<file path="config.mk">
export PLATFORM = sky130hd
export DESIGN_NAME = fifo_ctrl
export DESIGN_NICKNAME = d
export VERILOG_FILES = /design/src/rtl/fifo_ctrl.sv
export SDC_FILE = /design/constraint.sdc
export NUM_CORES = 1
export LEC_CHECK = 0
export CORE_MARGIN = 2
export CORE_UTILIZATION = 45
export DETAILED_ROUTE_END_ITERATION = 6
export PLACE_DENSITY = 0.85
export SLEW_MARGIN = 20
export SYNTH_ARGS = -nofsm -noshare
export SYNTH_HDL_FRONTEND = slang
export SYNTH_SLANG_ARGS = --single-unit
</file>
<file path="constraint.sdc">
create_clock -name clk -period 2.9 [get_ports clk]
set_clock_uncertainty 0.2 [all_clocks]
set_input_delay 0.435 -clock clk [delete_from_list [all_inputs] [get_ports clk]]
set_output_delay 0.435 -clock clk [all_outputs]
set_load 0.01 [all_outputs]
</file>
<file path="src/rtl/fifo_ctrl.sv">
// Pointer/flag controller that turns an external 1W/1R registered-read RAM into a FIFO.
// Owns pointers, occupancy, status flags and sticky error flags; no data path.
module fifo_ctrl #(
  parameter int ADDR_W = 6,
  parameter int AF_THR = 2**ADDR_W-1,
  parameter int AE_THR = 1
) (
  input  logic              clk,
  input  logic              rst,
  input  logic              clr,
  input  logic              w_req,
  input  logic              r_req,
  output logic              ram_w_en,
  output logic [ADDR_W-1:0] ram_w_addr,
  output logic              ram_r_en,
  output logic [ADDR_W-1:0] ram_r_addr,
  output logic              r_valid,
  output logic              full,
  output logic              empty,
  output logic              almost_full,
  output logic              almost_empty,
  output logic [ADDR_W:0]   level,
  output logic              overflow,
  output logic              underflow
);

  localparam logic [ADDR_W:0] DEPTH_L = (ADDR_W+1)'(2**ADDR_W);
  localparam logic [ADDR_W:0] AF_L    = (ADDR_W+1)'(AF_THR);
  localparam logic [ADDR_W:0] AE_L    = (ADDR_W+1)'(AE_THR);
  localparam logic [ADDR_W:0] LV_ONE  = (ADDR_W+1)'(1);
  localparam logic [ADDR_W-1:0] P_ONE = ADDR_W'(1);

  logic [ADDR_W-1:0] wptr_q, wptr_d;
  logic [ADDR_W-1:0] rptr_q, rptr_d;
  logic [ADDR_W:0]   level_q, level_d;
  logic              r_valid_q;
  logic              ovf_q, ovf_d;
  logic              unf_q, unf_d;
  logic              w_acc, r_acc;

  // Flags decode the registered level only, so requests cannot glitch them.
  assign full         = (level_q == DEPTH_L);
  assign empty        = (level_q == '0);
  assign almost_full  = (level_q >= AF_L);
  assign almost_empty = (level_q <= AE_L);

  assign w_acc = w_req & ~full & ~clr;
  assign r_acc = r_req & ~empty & ~clr;

  assign ram_w_en   = w_acc;
  assign ram_r_en   = r_acc;
  assign ram_w_addr = wptr_q;
  assign ram_r_addr = rptr_q;
  assign r_valid    = r_valid_q;
  assign level      = level_q;
  assign overflow   = ovf_q;
  assign underflow  = unf_q;

  always_comb begin
    wptr_d  = wptr_q;
    rptr_d  = rptr_q;
    level_d = level_q;
    ovf_d   = ovf_q;
    unf_d   = unf_q;
    if (clr) begin
      wptr_d  = '0;
      rptr_d  = '0;
      level_d = '0;
      ovf_d   = 1'b0;
      unf_d   = 1'b0;
    end else begin
      if (w_acc) wptr_d = wptr_q + P_ONE;
      if (r_acc) rptr_d = rptr_q + P_ONE;
      case ({w_acc, r_acc})
        2'b10:   level_d = level_q + LV_ONE;
        2'b01:   level_d = level_q - LV_ONE;
        default: level_d = level_q;
      endcase
      ovf_d = ovf_q | (w_req & full);
      unf_d = unf_q | (r_req & empty);
    end
  end

  always_ff @(posedge clk or posedge rst) begin
    if (rst) begin
      wptr_q    <= '0;
      rptr_q    <= '0;
      level_q   <= '0;
      r_valid_q <= 1'b0;
      ovf_q     <= 1'b0;
      unf_q     <= 1'b0;
    end else begin
      wptr_q    <= wptr_d;
      rptr_q    <= rptr_d;
      level_q   <= level_d;
      r_valid_q <= r_acc;
      ovf_q     <= ovf_d;
      unf_q     <= unf_d;
    end
  end

endmodule

</file>
==> results.tsv <==
stage	metric	value	unit
route	routed_wl	3050	um
cts	cts_sinks	22	
route	viasPerCell	5.74	
timing	max_freq	355	MHz
die	die_area	3330	um2
pwr	seqPwrFrac	27.6	%
pwr	ir_worst_vdd	660	uV
yosys	ys_ff_latch	22	
pwr	p_sw	0.000737	W
cts	cts_tree	yes	
pwr	swShare	41.1	%
timing	worstMarginPinSlew	0.842	ns
worst_setup_path	crit_path_start_kind	register	
layout	area_growth	34.6	%
route	drc	0	
layout	stdcell_count	208	
layout	antenna_cells	0	
yosys	syn_avg_cell_area	9.28	um2
placed_design	port_buffers	32	
placed_design	place_inst	201	
yosys	synth-edff-count	0	
global_route	grt_first_pass_wirelength	5020	um
worst_setup_path	critical-path-max-stage-delay	0.61	ns
timing	min_period_over_period	97.2	%
timing	hold_viol_final	0	
global_route	grt-ovfl-total	0	
pwr	intPower	0.00106	W
yosys	synthTopCellsByArea	dfrtp_1 (42%), nor2_1 (6.6%), xor2_1 (6.1%)	
timing	finalSetupViolCount	0	
yosys	synth_nets	151	
cts	worstSkewPairLatency	0.31	ns
worst_setup_path	critPathTopFamily	simple AND/OR/NAND/NOR gates	
outcome	status	complete, no violations	
route	drt-wirelength-per-cell	14.7	um
die	floorplan.die.height	57.7	um
placed_design	place_hpwl	2130	um
timing	setup_tns	0	ns
run	maxCapViolations	0	
worst_setup_path	critPathKind	register to output pin	
layout	final_nets	189	
timing	slew_violations	0	
yosys	netlist_instances	140	
route	drt.antenna.violating_nets	0	
worst_setup_path	crit_buf_inv	1	
pwr	p_leak	0.767	nW
global_route	antenna_found_initial	0	
worst_setup_path	critPathRequiredTime	2.27	ns
die	core	2760	um2
yosys	netlist_area	1300	um2
worst_setup_path	worstPathArrival	2.18	ns
yosys	ys_warn_count	0	
route	drt_iter0_drc	34	
global_route	grt_max_degree	23	
yosys	synth_cell_types	37	
yosys	seq_area_frac_synth	42.4	%
pwr	p_comb_share	59.1	%
global_route	grt_pass1_vias	1137	
cts	clk_pin_slew	0.13	ns
route	first_pass_iters	5	
cts	numCtsBuffers	3	
yosys	synth_top_cell_area_share	42.4	%
route	num_vias	1193	
cts	hold_buffers	0	
worst_setup_path	endpoint_kind	output pin	
timing	fin_crit	2.82	ns
timing	slew_headroom	43.8	%
timing	rsz0062_at_grt	false	
yosys	async_flop_share	100	%
worst_hold_path	hp-class	register to register	
cts	root_buffer	clkbuf_4	
worst_setup_path	cp_slowest_cell	or4_1	
pwr	p_clk_share	13.4	%
yosys	synth_ff_type	dfrtp_1	
pwr	p_per_area	1030	nW/um2
global_route	grt_usage	18.7	%
die	start_util	47.1	%
worst_setup_path	cp_max_fo	8	
yosys	yosysTopAreaCell	dfrtp_1	
cts	cts_max_path_buffers	2	
worst_setup_path	path_cells	or4_1 -> nor2_2 -> clkdlybuf4s50_1	
layout	drive_gt1_share	13.0	%
cts	h-tree-depth	1	
die	die_x	57.7	um
die	rows	19	
placed_design	gp_congestion	0.877	
die	ios	33	
worst min-delay path, delay by kind of cell (launching register included):
| kind | cells | cell delay (ns) |
|---|---|---|
| and+or+nand+nor | 1 | 0.07 |
| DFF | 1 | 0.37 |
| AOI/OAI and AO/OA | 1 | 0.04 |
power groups by stage:
stage,clock network (W),registers (W),logic (W)
floorplan,0,0.000500,0.000568
finish,0.000240,0.000494,0.00106
detailed placement,0,0.000502,0.000940
CTS,0.000246,0.000493,0.000981
global route,0.000259,0.000510,0.00116
global placement,0,0.000496,0.000926
cell type report:
class | instances | area, um2
clock buffer | 3 | 22.5
multi-input combinational | 105 | 703
clock inverter | 1 | 30.0
fill | 228 | 1010
tap | 31 | 38.8
timing repair buffer | 39 | 373
sequential | 22 | 554
inverter | 7 | 26.3
logic make-up (layout without fill, tap and decap cells):
| logic type | count (synthesis) | after routing | share of synthesized area (%) |
|---|---|---|---|
| xor gates and xnor gates | 12 | 12 | 8.09 |
| adders and majority gates | 6 | 6 | 5.78 |
| DFF | 22 | 22 | 42.4 |
| buffers and inverters | 13 | 50 | 4.43 |
| and+or+nand+nor | 57 | 57 | 22.4 |
| muxes | 4 | 4 | 3.28 |
| AOI/OAI and AO/OA | 26 | 26 | 13.7 |
final timing paths:
| path | slack [ns] | endpoint | start | cells after the start |
|---|---|---|---|---|
| max | 0.08 | full | level[3] | 3 |
| min | 0.31 | underflow | underflow | 2 |
| max reg2reg | 0.67 | level[5] | level[3] | 6 |
| min reg2reg | 0.31 | underflow | underflow | 2 |
| max in group asynchronous | 1.56 | level[3] | rst | 2 |
| min in group asynchronous | 0.37 | ram_r_addr[5] | rst | 2 |
cell usage after synthesis (2+ instances only):
cell	instances
nand3_1	2
a31oi_1	3
nor4b_1	2
a21o_1	2
a21oi_1	7
ha_1	6
dfrtp_1	22
xor2_1	9
and3_1	2
xnor2_1	3
clkbuf_1	4
nor2_1	23
mux2i_1	2
nor2b_1	3
nand2_1	12
o21ai_0	4
inv_1	7
nand4_1	5
nor3_1	4
metrics by stage:
| stage | area, um2 | setup WS, ns | util [%] | total power [W] | hold WS, ns |
|---|---|---|---|---|---|
| floorplan | 1300 | 0.677 | - | 0.00107 | 0.224 |
| global placement | 1660 | 0.343 | 60.1 | 0.00142 | 0.285 |
| detailed placement | 1660 | 0.277 | 60.1 | 0.00144 | 0.283 |
| CTS | 1730 | 0.0199 | 62.6 | 0.00172 | 0.316 |
| global route | 1750 | 0.0118 | 63.4 | 0.00193 | 0.362 |
| finish | 1750 | 0.0825 | 63.4 | 0.00179 | 0.310 |
layer usage:
layer / GRT usage (%) / vias to the layer above / routed length, um
li1: - / 562 / -
met1: 24.2 / 563 / 1280
met2: 32.6 / 58 / 1500
met3: 2.68 / 10 / 213
met4: 5.32 / 0 / 55
met5: 0 / - / 0
cells in the final DEF, fill, tap and decap left out, types with 2 or more instances in the layout:
cell and instances:
nor2_1 22, ha_1 5, and3_1 2, nand3_1 2, dfrtp_1 19, a21o_1 2
nor3_1 4, nand4_1 5, clkdlybuf4s50_1 32, nor2b_1 2, nand2_1 12, a31oi_1 3
buf_4 7, o21ai_0 3, mux2i_1 2, dfrtp_2 3, a21oi_1 7, inv_1 7
nor4b_1 2, xor2_1 9, xnor2_1 3, clkbuf_4 3
flip-flops by register name (all words and copies together), names as in the netlist:
signal,cells
underflow,1
ram_r_addr,6
overflow,1
level,7
r_valid,1
ram_w_addr,6
timing repair:
action | CTS | global route
gates resized for setup | 6 | 2
pin swaps | 0 | 1
buffers inserted | 1 | 2
endpoints found under the setup margin | 4 | 4
(Power assumes the default switching activity.)
